## src/rtl/pipe_hazard_ctrl.sv

```systemverilog
// -----------------------------------------------------------------------------
// pipe_hazard_ctrl
//
// Central stall / flush / exception sequencer for the 5-stage MIPS pipeline
// (F/D/E/M/W). It covers three kinds of hold-up for the instruction in D:
//   * data hazards, from Tuse (D-stage consumer) against Tnew (E/M producer)
//   * multiply/divide unit occupancy, tracked by an internal countdown
//   * eret in D while an mtc0 to EPC is still in E or M
// An exception/interrupt request from CP0 overrides all of these. Every
// pipeline register then loads handler state through pipe_req.
//
// Optional feature: define PIPE_CTRL_STATS_EN to add the stall_cycles and
// req_count statistics outputs. With the macro undefined those ports and
// their counters do not exist, and the core behaviour is the same.
//
// Ports
//   clk, reset         clock, synchronous active-high reset
//   D_rs, D_rt         source registers of the instruction in D
//   D_use_rs/_rt       D instruction reads rs / rt
//   D_tuse_rs/_rt      Tuse of rs / rt (0..2, 3 = unused)
//   E_a3, M_a3         destination register in E / M (0 = none)
//   E_tnew, M_tnew     remaining Tnew of the E / M instruction
//   D_is_md            D instruction uses the MDU
//   E_md_start         00 none, 01 mult-class start, 10 div-class start
//   D_eret             eret in D
//   E_mtc0_epc/M_...   mtc0 to EPC in E / M
//   exc_req            CP0 exception / interrupt request (M stage)
//   F_en, D_en         F/D register write enables
//   E_stall            D/E register stall (insert bubble, keep pc)
//   pipe_req           Req to all pipeline registers
//   md_start_ok        MDU may latch E_md_start this cycle
//   md_busy            MDU occupied (registered)
//   md_cnt             remaining MDU busy cycles (registered)
//   stall_cycles       [stats] cycles stalled without a request, saturating
//   req_count          [stats] cycles with exc_req, wrapping
// -----------------------------------------------------------------------------
module pipe_hazard_ctrl #(
  parameter int MULT_CYCLES = 5,
  parameter int DIV_CYCLES  = 10,
  parameter int CNT_W       = 4
) (
  input  logic             clk,
  input  logic             reset,
  input  logic [4:0]       D_rs,
  input  logic [4:0]       D_rt,
  input  logic             D_use_rs,
  input  logic             D_use_rt,
  input  logic [1:0]       D_tuse_rs,
  input  logic [1:0]       D_tuse_rt,
  input  logic [4:0]       E_a3,
  input  logic [4:0]       M_a3,
  input  logic [1:0]       E_tnew,
  input  logic [1:0]       M_tnew,
  input  logic             D_is_md,
  input  logic [1:0]       E_md_start,
  input  logic             D_eret,
  input  logic             E_mtc0_epc,
  input  logic             M_mtc0_epc,
  input  logic             exc_req,
  output logic             F_en,
  output logic             D_en,
  output logic             E_stall,
  output logic             pipe_req,
  output logic             md_start_ok,
  output logic             md_busy,
  output logic [CNT_W-1:0] md_cnt
`ifdef PIPE_CTRL_STATS_EN
  ,
  output logic [31:0]      stall_cycles,
  output logic [15:0]      req_count
`endif
);

  typedef enum logic [1:0] {
    IDLE     = 2'd0,
    BUSY_MUL = 2'd1,
    BUSY_DIV = 2'd2
  } state_t;

  localparam logic [1:0] MD_START_MUL = 2'b01;
  localparam logic [1:0] MD_START_DIV = 2'b10;

  localparam logic [CNT_W-1:0] MULT_LOAD = CNT_W'(MULT_CYCLES);
  localparam logic [CNT_W-1:0] DIV_LOAD  = CNT_W'(DIV_CYCLES);
  localparam logic [CNT_W-1:0] CNT_ONE   = CNT_W'(1);

  state_t state;

  logic stall_rs;
  logic stall_rt;
  logic stall_md;
  logic stall_eret;
  logic stall;

  // ---------------------------------------------------------------------------
  // Hazard detection
  // ---------------------------------------------------------------------------
  // A source stalls when a producer still in E or M needs more cycles (Tnew)
  // than the consumer can wait (Tuse). $0 is hard-wired, so it never waits.
  // A Tuse of 3 can never be exceeded by a 2-bit Tnew, so "unused" needs no
  // special case.
  always_comb begin
    // NOTE: every signal written here gets a value before any condition, so
    // no path can leave it unassigned and infer a latch.
    stall_rs = 1'b0;
    stall_rt = 1'b0;
    if (D_use_rs && (D_rs != 5'd0)) begin
      stall_rs = ((E_a3 == D_rs) && (E_tnew > D_tuse_rs)) ||
                 ((M_a3 == D_rs) && (M_tnew > D_tuse_rs));
    end
    if (D_use_rt && (D_rt != 5'd0)) begin
      stall_rt = ((E_a3 == D_rt) && (E_tnew > D_tuse_rt)) ||
                 ((M_a3 == D_rt) && (M_tnew > D_tuse_rt));
    end
  end

  // An MD instruction in D waits while the unit is busy, and also while a
  // start sits in E. The registered md_busy does not see that start until
  // the next edge.
  assign stall_md   = D_is_md && (md_busy || (E_md_start != 2'b00));

  // eret reads EPC in D. It must wait until a pending mtc0 EPC has written it.
  assign stall_eret = D_eret && (E_mtc0_epc || M_mtc0_epc);

  assign stall      = stall_rs || stall_rt || stall_md || stall_eret;

  // ---------------------------------------------------------------------------
  // Pipeline register controls
  // ---------------------------------------------------------------------------
  // Under pipe_req the registers load handler state and ignore F_en/D_en.
  // E_stall is still masked so that the D/E register sees a single command.
  assign F_en     = !stall;
  assign D_en     = !stall;
  assign E_stall  = stall && !exc_req;
  assign pipe_req = exc_req;

  // A start is accepted only from IDLE. A start seen while busy cannot occur
  // in a legal flow; if one does, it is ignored and the countdown stays put.
  assign md_start_ok = (E_md_start != 2'b00) && !exc_req && (state == IDLE);

  // ---------------------------------------------------------------------------
  // MDU occupancy FSM
  // ---------------------------------------------------------------------------
  // The load edge sets md_cnt to N. The count then runs N..1 with md_busy
  // high, so the unit is busy for exactly N cycles. An exception does not
  // cancel an operation already in flight; it only blocks new starts.
  always_ff @(posedge clk) begin
    // NOTE: state updates use non-blocking assignments, so every register
    // here samples the values from before this edge, whatever the order.
    if (reset) begin
      state   <= IDLE;
      md_cnt  <= '0;
      md_busy <= 1'b0;
    end else begin
      case (state)
        IDLE: begin
          if (md_start_ok && (E_md_start == MD_START_MUL)) begin
            state   <= BUSY_MUL;
            md_cnt  <= MULT_LOAD;
            md_busy <= 1'b1;
          end else if (md_start_ok && (E_md_start == MD_START_DIV)) begin
            state   <= BUSY_DIV;
            md_cnt  <= DIV_LOAD;
            md_busy <= 1'b1;
          end
        end

        BUSY_MUL, BUSY_DIV: begin
          // A count of 0 while busy is unreachable. It is handled like the
          // last cycle so the FSM can never stick in a busy state.
          if (md_cnt <= CNT_ONE) begin
            state   <= IDLE;
            md_cnt  <= '0;
            md_busy <= 1'b0;
          end else begin
            md_cnt  <= md_cnt - CNT_ONE;
          end
        end

        default: begin
          state   <= IDLE;
          md_cnt  <= '0;
          md_busy <= 1'b0;
        end
      endcase
    end
  end

  // ---------------------------------------------------------------------------
  // Optional statistics
  // ---------------------------------------------------------------------------
`ifdef PIPE_CTRL_STATS_EN
  // stall_cycles counts real pipeline holds. Cycles where a request overrides
  // the stall are not holds, so they are not counted. It saturates so that
  // a long run cannot wrap it back to a small, misleading value.
  always_ff @(posedge clk) begin
    if (reset) begin
      stall_cycles <= '0;
      req_count    <= '0;
    end else begin
      if (E_stall && (stall_cycles != 32'hFFFF_FFFF)) begin
        stall_cycles <= stall_cycles + 32'd1;
      end
      if (exc_req) begin
        req_count <= req_count + 16'd1;
      end
    end
  end
`else
  // Statistics counters are not built in this configuration.
`endif

endmodule
```

## config.mk

```make
export PLATFORM = sky130hd
export DESIGN_NAME = pipe_hazard_ctrl
export DESIGN_NICKNAME = d
export VERILOG_FILES = /design/src/rtl/pipe_hazard_ctrl.sv
export SDC_FILE = /design/constraint.sdc
export NUM_CORES = 1
export LEC_CHECK = 0
export BUFFER_PORTS_ARGS = -buffer_cell sky130_fd_sc_hd__buf_2
export CAP_MARGIN = 30
export CELL_PAD_IN_SITES_DETAIL_PLACEMENT = 1
export CELL_PAD_IN_SITES_GLOBAL_PLACEMENT = 1
export CORE_MARGIN = 3
export CORE_UTILIZATION = 27
export DETAILED_ROUTE_END_ITERATION = 16
export PLACE_DENSITY = 0.73
export SYNTH_ARGS = -nofsm -noshare
export SYNTH_HDL_FRONTEND = slang
export SYNTH_SLANG_ARGS = --single-unit
```

## constraint.sdc

```tcl
create_clock -name clk -period 1.6 [get_ports clk]
set_clock_uncertainty 0.15 [all_clocks]
set_input_delay 0.08 -clock clk [delete_from_list [all_inputs] [get_ports clk]]
set_output_delay 0.08 -clock clk [all_outputs]
set_load 0.01 [all_outputs]
```

Word level (Yosys, flattened, before mapping)
Index checks and enable logic that the tools add are counted.

word-level totals
  register bits after elaboration = 7
  output and inout port bits = 10
  logic and storage cells = 61
  bits of input ports = 39

operators by class
  add/subtract/negate cells = 1
  reductions and logical operators = 28
  eq/ne operators = 10
  order comparisons = 5
  muxes and demuxes = 14

operator list
  operator             count
  $eq 5x5->1           4
  $logic_and 1x1->1    13
  $mux 4               3
  $reduce_bool 5->1    2
  $gt 2x2->1           4
  $pmux 4 s2           1
  $logic_or 1x1->1     7
  $mux 2               3
  $mux 1               5
  $eq 2x1->1 const B   2
  $eq 2x2->1 const B   2
  $le 4x1->1 const B   1
  $pmux 2 s2           1
  $sub 4x1->4 const B  1
  $ne 3x1->1 const B   1
  $logic_not 1->1      2
  $logic_not 2->1      1
  $ne 2x2->1 const B   1
  $pmux 1 s2           1
  $reduce_and 2->1     1
  $reduce_bool 2->1    1
  $reduce_or 2->1      1

Depth between registers and ports, before layout
Gate-level depths: netlist (run 1).

  depth in word-level cells = 8
  depth in mapped cells = 8
  depth with buffers taken out = 7

Worst setup path after synthesis (run 1)
No wires, ideal clock.

  path kind = input to output
  start point = input D_tuse_rs[1]
  end point = output F_en
  path buffers = 1
  stages on the path = 8
  required time = 1.370 ns
  arrival time = 1.373 ns
  path slack = -0.003 ns
  path through = inv_1 > ha_1 > nand2_1 > nand4_1 > nor4_1 > o221ai_1 > and4_1 > buf_4

between the ends
  longest elaborated chain between the ends = 8
  elaborated cells on any way between the ends = 10
  those cells by class = order compare (2); mux (1); reduce/logical (7)

ends and longest elaborated chain
  element                               line      source
  start: declaration                    48        input logic [1:0] D_tuse_rs,
  $gt 2x2->1 (on tied branches)         108, 109
  $logic_and 1x1->1 (on tied branches)  108, 109
  $logic_or 1x1->1 *                    108       stall_rs = ((E_a3 == D_rs) && (E_tnew > D_tuse_rs)) ||
  $mux 1 *                              107       if (D_use_rs && (D_rs != 5'd0)) begin
  $logic_or 1x1->1 * (3 in series)      125       assign stall = stall_rs || stall_rt || stall_md || stall_eret;
  $logic_not 1->1 *                     --
  end: declaration                      60        output logic F_en,

Every way passes the cells marked *; elsewhere a longest branch is shown, timed or not.

Final worst setup path (run 1)
  start point = input D_tuse_rt[1]
  end point = output E_stall

between the ends
  longest elaborated chain between the ends = 8
  elaborated cells on any way between the ends = 10
  those cells by class = order compare (2); mux (1); reduce/logical (7)

ends and longest elaborated chain
  element                               line      source
  start: declaration                    49        input logic [1:0] D_tuse_rt,
  $gt 2x2->1 (on tied branches)         112, 113
  $logic_and 1x1->1 (on tied branches)  112, 113
  $logic_or 1x1->1 *                    112       stall_rt = ((E_a3 == D_rt) && (E_tnew > D_tuse_rt)) ||
  $mux 1 *                              111       if (D_use_rt && (D_rt != 5'd0)) begin
  $logic_or 1x1->1 * (3 in series)      125
  $logic_and 1x1->1 *                   134       assign E_stall = stall && !exc_req;
  end: declaration                      62        output logic E_stall,

Marks and branches as above.

==> flow_summary.toml, run 1 <==
[die]
die_w_um = 63.20
core_area_um2 = 3078
die_area_um2 = 3994
start_util_pct = 28.70
core.rowCount = 20
die_h_um = 63.20
ios = 49

[sta]
setup_slack_ns = -0.05236
hold_slack_ns = 0.1880
drv_slew = 0
finalHoldViolCount = 0
finalSetupViolCount = 3
worstMarginPinSlew_ns = 0.4011
rsz0062_at_grt = "true"
min_period_ns = 1.652
slew_headroom_pct = 73.03
min_period_over_period_pct = 103.3
fmax_mhz = 605.2

[synthesis]
yosysTopAreaCell = "ha_1"
synthAdderAreaFrac_pct = 17.00
yosysSeqAreaShare_pct = 15.86
synth.avg_cell_area_um2 = 8.030
synth_cell_types = 29
synthXorXnorAreaFrac_pct = 21.81
synth_top_family_by_area = "XOR/XNOR gates"
synth_nets = 161
synth-seq-cells = 7
synth_compound_area_share_pct = 20.54
yosysWarningCount = 0
syn_area_um2 = 883.3
yosysTopAreaCellShare_pct = 17.00
synth.top_cells.by_area = "ha_1, dfxtp_1, xnor2_1, xor2_1, inv_1"
syn_inst = 110
synth-simple-area-share_pct = 17.99
post_synth_mux_area_share_pct = 0

[cts]
clockBufferDepth = 2
clk_latency_ns = 0.26
cts_root_buf = "clkbuf_4"
cts_sinks = 7
cts_tree = "yes"
numCtsBuffers = 3
htreeDepth = 1
cts.clk_slew.worst_paths_ns = 0.05

[routing]
viasPerCell = 4.945
drc = 0
drtPass1Iterations = 4
drtAntennaViolNets = 0
drt_wl_total_mm = 3.641
dr.first_iter.drc_count = 13
route.vias.total = 1073
routedWlPerCell_um = 16.78

[cells_and_area]
antenna_cells = 0
drive_gt1_share_pct = 60.69
mostFrequentLayoutCell = "buf_2"
fillers = 370
areaGrowthSynthToFinish_pct = 82.01
layout_common_cells = "buf_2, xnor2_1, buf_4"
layout.nets = 225
regArea_um2 = 146.4
final_util_pct = 52.24
multiInputGateArea_um2 = 930.9

[global_route]
grt_pass1_vias = 1188
overflow = 0
antenna_found_initial = 0
grt_max_degree = 8
gr-usage-all-layers_pct = 16.53
grt_pass1_wl_mm = 5.326

[worst_setup_path]
cp_max_fo = 2
max_stage_delay_ns = 0.26
endpoint_kind = "output port"
crit_path_cell_trace = "buf_6 -> inv_4 -> ha_4 -> nor2b_4 -> o21ai_2 -> a2111oi_2 -> o221ai_1 -> a41oi_2 -> buf_2"
worstSetupStartpoint = "D_tuse_rt[1]"
r2r-start = "md_cnt[1]"
crit_slowest_cell = "ha_4"
cp-start-kind = "primary input"
crit_arrival_ns = 1.42
critPathRequiredTime_ns = 1.37
critPathKind = "primary input to output port"

[hold_path]
holdCritStartpoint = "exc_req"
hold_class = "primary input to register"

[run_status]
run_status = "complete, but fails checks"
failed_checks = "negative setup slack"

[run]
cap_violations = 0

[placement]
place_congestion = 0.8142
portBuffers = 48
dpl.hpwl_mm = 2.636

[power]
max-vdd-ir-drop_mv = 0.7260
leakagePower_nw = 0.6521
p_per_area_nw_per_um2 = 877.6
-- metrics by stage --
step | cell area, um^2 | std cells | TNS (ns) | setup slack (ns) | total power, mW
5_1_grt | 1608 | 217 | -0.5402 | -0.1551 | 1.525
2_1_floorplan | 889.6 | 110 | 0 | 0.009028 | 0.6505
6_report | 1608 | 217 | -0.1376 | -0.05236 | 1.411
3_5_place_dp | 1241 | 210 | -0.8194 | -0.2141 | 0.9332
3_3_place_gp | 1241 | 210 | -0.6406 | -0.2137 | 0.8981
4_1_cts | 1396 | 217 | -0.1565 | -0.06730 | 1.265
-- state kept, by name (all words and copies together) (netlist names) --
| signal | flops |
|---|---|
| md_cnt | 4 |
| state | 2 |
| md_busy | 1 |
-- critical path: cells and delay by family --
family | cells | cell delay [ns]
buffers and inverters | 3 | 0.27
and+or+nand+nor | 1 | 0.14
adders and majority gates | 1 | 0.26
AOI/OAI and AO/OA | 4 | 0.68
-- cell families (layout without fill, tap and decap cells) --
| family | count (synthesis) | after routing |
|---|---|---|
| AOI/OAI and AO/OA | 26 | 27 |
| xor gates and xnor gates | 22 | 22 |
| adders and majority gates | 12 | 12 |
| buffers and inverters | 14 | 76 |
| DFF | 7 | 7 |
| and+or+nand+nor | 29 | 29 |
-- synth_stat cells --
cell type  instances
o21a_1             1
nand2b_1           1
a221oi_1           1
and4bb_2           1
nor3_1             3
a21oi_1            6
and4_1             1
nor4_1             3
nand3_1            1
or4_1              2
o221ai_1           2
nor3b_1            1
nand2_1            5
xnor2_1           15
dfxtp_1            7
a211oi_1           1
o21ai_0            8
a41oi_1            1
inv_1             12
o31ai_1            1
nand4_1            3
nor2b_1            1
buf_4              2
a22oi_1            3
ha_1              12
nor2_1             7
xor2_1             7
a2111oi_1          1
o31ai_4            1
-- routing by layer --
layer / global-route usage, % / part of all wire [%] / up-vias
met1: 16.04 / 34 / 517
met2: 35.31 / 61 / 26
li1: - / - / 525
met5: 0 / 0 / -
met3: 2.317 / 3.9 / 5
met4: 4.043 / 0.82 / 0
-- timing repair --
item | CTS | global route
pin swaps | 13 | 25
setup endpoints to repair | 9 | 11
gates cloned | 1 | 0
endpoints found under the hold margin | 7 | 0
hold buffers | 1 | 0
resized for setup | 22 | 43
setup buffers | 1 | 0
-- power breakdown --
part	switching [mW]	leakage, nW	internal [mW]	total (mW)
clock	0.0702	0.0150	0.0955	0.166
combinational	0.476	0.578	0.476	0.952
sequential	0.0640	0.0589	0.229	0.293
-- final timing paths --
path | slack, ns | depth (start not counted) | endpoint
setup / recovery | -0.05 | 9 | E_stall
setup reg to reg | 0.04 | 7 | state[0]
hold / removal | 0.19 | 4 | state[1]
hold reg to reg | 0.36 | 2 | state[1]
-- layout make-up --
| type | count | share of cell area, % |
|---|---|---|
| Multi-Input combinational cell | 90 | 57.90 |
| Timing Repair Buffer | 60 | 24.05 |
| Sequential cell | 7 | 9.105 |
| Inverter | 12 | 3.891 |
| Tap cell | 44 | 3.424 |
| Clock buffer | 4 | 1.634 |
Power figures use the tool's default switching activity.
==> run 2: changes to the inputs <==
--- a/config.mk
+++ b/config.mk
@@ -5,7 +5,7 @@
 export SDC_FILE = /design/constraint.sdc
 export NUM_CORES = 1
 export LEC_CHECK = 0
-export BUFFER_PORTS_ARGS = -buffer_cell sky130_fd_sc_hd__buf_2
+export BUFFER_PORTS_ARGS = -buffer_cell sky130_fd_sc_hd__buf_4
 export CAP_MARGIN = 30
 export CELL_PAD_IN_SITES_DETAIL_PLACEMENT = 1
 export CELL_PAD_IN_SITES_GLOBAL_PLACEMENT = 1
==> run 2 against run 1 <==
  * The flow still finishes with violations (negative setup slack)
  * Critical path depth shrank 6
  * Routed wire length shrank 2.2%
  * Critical endpoint is now F_en
  * Critical path type is now register to output port
  * Cell area grew 8.9%
==> flow_summary.toml, run 2 (synthesis gave the netlist of run 1 again) <==
[worst_setup_path]
cp-start-kind = "register"
crit_slowest_cell = "o31ai_1"
r2r_slack_ns = 0.07
reg2reg_to = "state[0]"
critPathRequiredTime_ns = 1.37
max_stage_delay_ns = 0.41
endpoint_kind = "output port"
reg2reg_depth = 7
critPathKind = "register to output port"
crit_path_cell_trace = "o31ai_1 -> and4_4 -> buf_6"
cp_max_fo = 3
r2r-start = "md_cnt[0]"
crit_arrival_ns = 1.40

[run_status]
failed_checks = "negative setup slack"
run_status = "complete, but fails checks"

[sta]
finalHoldViolCount = 0
tns_ns = -0.07274
drv_slew = 0
rsz0062_at_grt = "true"
finalSetupViolCount = 3
min_period_over_period_pct = 101.8
hold_slack_ns = 0.1652
setup_slack_ns = -0.02898
slew_headroom_pct = 72.79
worstMarginPinSlew_ns = 0.4046
fmax_mhz = 613.9
min_period_ns = 1.629

[cells_and_area]
fillers = 355
largestRegisters = "md_cnt x4, state x2, md_busy x1"
final_util_pct = 56.87
antenna_cells = 0
areaGrowthSynthToFinish_pct = 98.16
layout.nets = 228
largest_register_ff_count = 4
layout_common_cells = "buf_4, xnor2_1, ha_4"
top_register = "md_cnt"
mostFrequentLayoutCell = "buf_4"
drive_gt1_share_pct = 60.80

[cts]
htreeDepth = 1
cts.clk_slew.worst_paths_ns = 0.05
numCtsBuffers = 3
cts_root_buf = "clkbuf_4"
cts_tree = "yes"
cts_sinks = 7
clockBufferDepth = 2
clk_latency_ns = 0.25

[die]
core.rowCount = 20
core_area_um2 = 3078
die_w_um = 63.20
ios = 49
die_h_um = 63.20
die_area_um2 = 3994
start_util_pct = 28.70

[routing]
drt_wl_total_mm = 3.562
drc = 0
drtAntennaViolNets = 0
drtPass1Iterations = 4
dr.first_iter.drc_count = 21
viasPerCell = 4.945
routedWlPerCell_um = 16.19
route.vias.total = 1088

[global_route]
antenna_found_initial = 0
grt_pass1_wl_mm = 5.520
grt_pass1_vias = 1197
grt_max_degree = 8
gr-usage-all-layers_pct = 17.07
overflow = 0

[hold_path]
hold_class = "primary input to register"
holdCritStartpoint = "exc_req"
min_to = "state[1]"
hold_path_depth = 4

[power]
totalPowerFinal_mw = 1.478
leakagePower_nw = 0.6972
max-vdd-ir-drop_mv = 0.5515
p_per_area_nw_per_um2 = 844.1

[placement]
portBuffers = 48
preCtsSetupSlack_ns = -0.2732
place_congestion = 0.8187
dpl.hpwl_mm = 2.664

[run]
cap_violations = 0
run 2: cell types whose count changed in the layout (fill, tap and decap cells not counted), moves of 2 or more:
| cell | previous run | this run |
|---|---|---|
| o21ai_1 | 2 | 4 |
| buf_2 | 40 | 0 |
| buf_6 | 7 | 5 |
| inv_6 | 0 | 2 |
| buf_4 | 11 | 54 |
run 2: where the power goes:
group	switching, mW	total, mW	leakage (nW)	internal [mW]
Combinational	0.478	1.02	0.623	0.543
Clock	0.0659	0.161	0.0150	0.0952
Sequential	0.0671	0.296	0.0589	0.229
run 2: per-layer routing:
| metal | global-route usage [%] | up-vias | routed length, um |
|---|---|---|---|
| met5 | 0 | - | 0 |
| met4 | 4.582 | 0 | 8 |
| met3 | 2.674 | 2 | 132 |
| met2 | 34.12 | 25 | 2187 |
| met1 | 18.15 | 530 | 1232 |
| li1 | - | 531 | - |
run 2: worst max-delay path: cells and delay by family (launching register included):
family                 cells  cell delay [ns]
and+or+nand+nor            1             0.31
buffers and inverters      1             0.10
DFF                        1             0.33
AOI/OAI and AO/OA          1             0.41
run 2: worst max path at each step:
stage,from,end,slack [ns],depth (start not counted)
floorplan,D_tuse_rt[1],F_en,0.009,8
global placement,E_tnew[1],D_en,-0.21,8
detailed placement,E_tnew[1],F_en,-0.27,8
CTS,E_tnew[1],E_stall,-0.07,8
global route,E_tnew[0],D_en,-0.14,9
finish,md_busy,F_en,-0.03,3
run 2: area by class of cell:
type	instances	area (um^2)	area share [%]
timing repair buffer	63	521.8	29.81
inverter	12	62.56	3.574
multi-input combinational	90	938.4	53.61
sequential	7	146.4	8.363
tap	44	55.05	3.145
clock buffer	4	26.28	1.501
run 2: timing repair:
action | 4_1_cts | 5_1_grt
hold endpoints to repair | 7 | 0
gates cloned | 1 | 0
setup endpoints to repair | 9 | 11
gates resized for setup | 28 | 36
hold buffers | 1 | 0
pin swaps | 16 | 18
buffers inserted | 0 | 3
run 2: stage by stage:
step	area, um^2	instances
6_report	1750	220
5_1_grt	1750	220
4_1_cts	1568	217
3_5_place_dp	1369	211
3_3_place_gp	1369	211
2_1_floorplan	889.6	110
==> run 3: changes to the inputs <==
==> constraint.sdc (replaced) <==
create_clock -name clk -period 1.6 [get_ports clk]
set_clock_uncertainty 0.15 [all_clocks]
set_input_delay 0.16 -clock clk [delete_from_list [all_inputs] [get_ports clk]]
set_output_delay 0.16 -clock clk [all_outputs]
set_load 0.01 [all_outputs]
==> run 3 against run 2 <==
  * The flow still finishes with violations (negative setup slack)
  * Final cell count grew 0.91%
  * Hold slack improved by 0.097 ns
  * Utilization grew 0.57 points
==> flow_summary.toml, run 3 (synthesis gave the netlist of run 1 again) <==
[run_status]
run_status = "complete, but fails checks"
failed_checks = "negative setup slack"

[worst_setup_path]
cp_num_buf_inv = 3
critPathKind = "primary input to output port"
crit_slowest_cell = "nor4_2"
reg2reg_to = "state[0]"
critPathRequiredTime_ns = 1.29
crit_path_cell_trace = "buf_6 -> inv_4 -> ha_4 -> nand2_2 -> nand4_1 -> nor4_2 -> o221ai_2 -> and4_4 -> buf_6"
worstSetupStartpoint = "D_tuse_rs[1]"
max_stage_delay_ns = 0.34
endpoint = "D_en"
endpoint_kind = "output port"
critPathMostFrequentCell = "buf_6"
r2r-start = "md_cnt[1]"
crit_arrival_ns = 1.55
cp.depth = 9
critical-path-top-delay-family = "simple AND/OR/NAND/NOR gates"
cp_max_fo = 2
reg2reg_depth = 8
cp-start-kind = "primary input"
r2r_slack_ns = 0.07

[cells_and_area]
top_register = "md_cnt"
layout.nets = 230
largest_register_ff_count = 4
drive_gt1_share_pct = 62.36
areaGrowthSynthToFinish_pct = 100.1
largestRegisters = "md_cnt x4, state x2, md_busy x1"
mostFrequentLayoutCell = "buf_4"
antenna_cells = 0
layout_common_cells = "buf_4, xnor2_1, ha_4"
final_util_pct = 57.44
fillers = 356

[sta]
finalHoldViolCount = 0
min_period_ns = 1.858
fmax_mhz = 538.2
slew_headroom_pct = 76.86
rsz0062_at_grt = "true"
drv_slew = 0
setup_slack_ns = -0.2580
worstMarginPinSlew_ns = 0.3441
finalSetupViolCount = 3
tns_ns = -0.7295
min_period_over_period_pct = 116.1
hold_slack_ns = 0.2626

[placement]
portBuffers = 48
preCtsSetupSlack_ns = -0.4278
place_congestion = 0.8099
dpl.hpwl_mm = 2.590

[cts]
numCtsBuffers = 3
cts_root_buf = "clkbuf_4"
cts.clk_slew.worst_paths_ns = 0.05
clockBufferDepth = 2
cts_tree = "yes"
clk_latency_ns = 0.26
htreeDepth = 1
cts_sinks = 7

[die]
core_area_um2 = 3078
die_h_um = 63.20
die_area_um2 = 3994
start_util_pct = 28.70
core.rowCount = 20
ios = 49
die_w_um = 63.20

[routing]
drtAntennaViolNets = 0
route.vias.total = 1107
routedWlPerCell_um = 17.50
drc = 0
dr.max_layer_used = "met4"
drt_wl_total_mm = 3.885
viasPerCell = 4.986
met3_length_um = 201
drtPass1Iterations = 4
route.met2.wl_mm = 2.124
dr.first_iter.drc_count = 21
wirelength_met1_mm = 1.408

[global_route]
gr-usage-all-layers_pct = 16.09
overflow = 0
grt_pass1_wl_mm = 5.195
grt_pass1_vias = 1116
grt_max_degree = 8
antenna_found_initial = 0

[power]
p_per_area_nw_per_um2 = 813.0
max-vdd-ir-drop_mv = 0.6669
leakagePower_nw = 0.7168
totalPowerFinal_mw = 1.437

[run]
cap_violations = 0

[hold_path]
hold_class = "primary input to register"
## run 3: cell types whose count changed in the layout (fill, tap and decap cells not counted), sizes merged
| cell | delta |
|---|---|
| buf | +3 |
| o31ai | -1 |
## run 3: power breakdown
| group | internal [mW] | switching [mW] | total, mW |
|---|---|---|---|
| Sequential | 0.230 | 0.0599 | 0.290 |
| Combinational | 0.526 | 0.459 | 0.985 |
| Clock | 0.0953 | 0.0675 | 0.163 |
## run 3: per-layer routing
metal,up-vias,global-route usage [%]
met5,-,0
met4,0,4.043
met3,11,2.496
met2,45,30.70
met1,523,18.43
li1,528,-
## run 3: area by class of cell
cell class                 count  area [um^2]  area share [%]
clock buffer                   4        26.28           1.486
timing repair buffer          66        535.5           30.29
multi-input combinational     89        925.9           52.37
sequential                     7        147.6           8.351
inverter                      12        77.57           4.388
tap                           44        55.05           3.114
## run 3: through the flow
step	area, um^2	cells
global route	1768	222
floorplan	914.6	110
global placement	1416	214
CTS	1580	221
detailed placement	1416	214
finish	1768	222
## run 3: worst min-delay path, cell delays in order
cell and delay (ns):
buf_4 0.12, o21ai_0 0.15, nand2_1 0.12, a221oi_2 0.07
## run 3: how the worst min path moves through the flow
stage                        from         to  slack (ns)  cells after the start
final                     exc_req   state[1]        0.26                      4
after global placement      reset  md_cnt[0]        0.24                      2
after CTS                 exc_req   state[1]        0.22                      4
after floorplan             reset  md_cnt[0]        0.08                      1
after detailed placement    reset  md_cnt[3]        0.24                      2
after global routing      exc_req   state[1]        0.29                      4
## run 3: timing repair
action                     4_1_cts  5_1_grt
gates resized for setup         27       40
pin swaps                       15       21
hold endpoints to repair         7        0
hold buffers                     1        0
gates cloned                     0        0
setup endpoints to repair       10       10
buffers inserted                 2        1
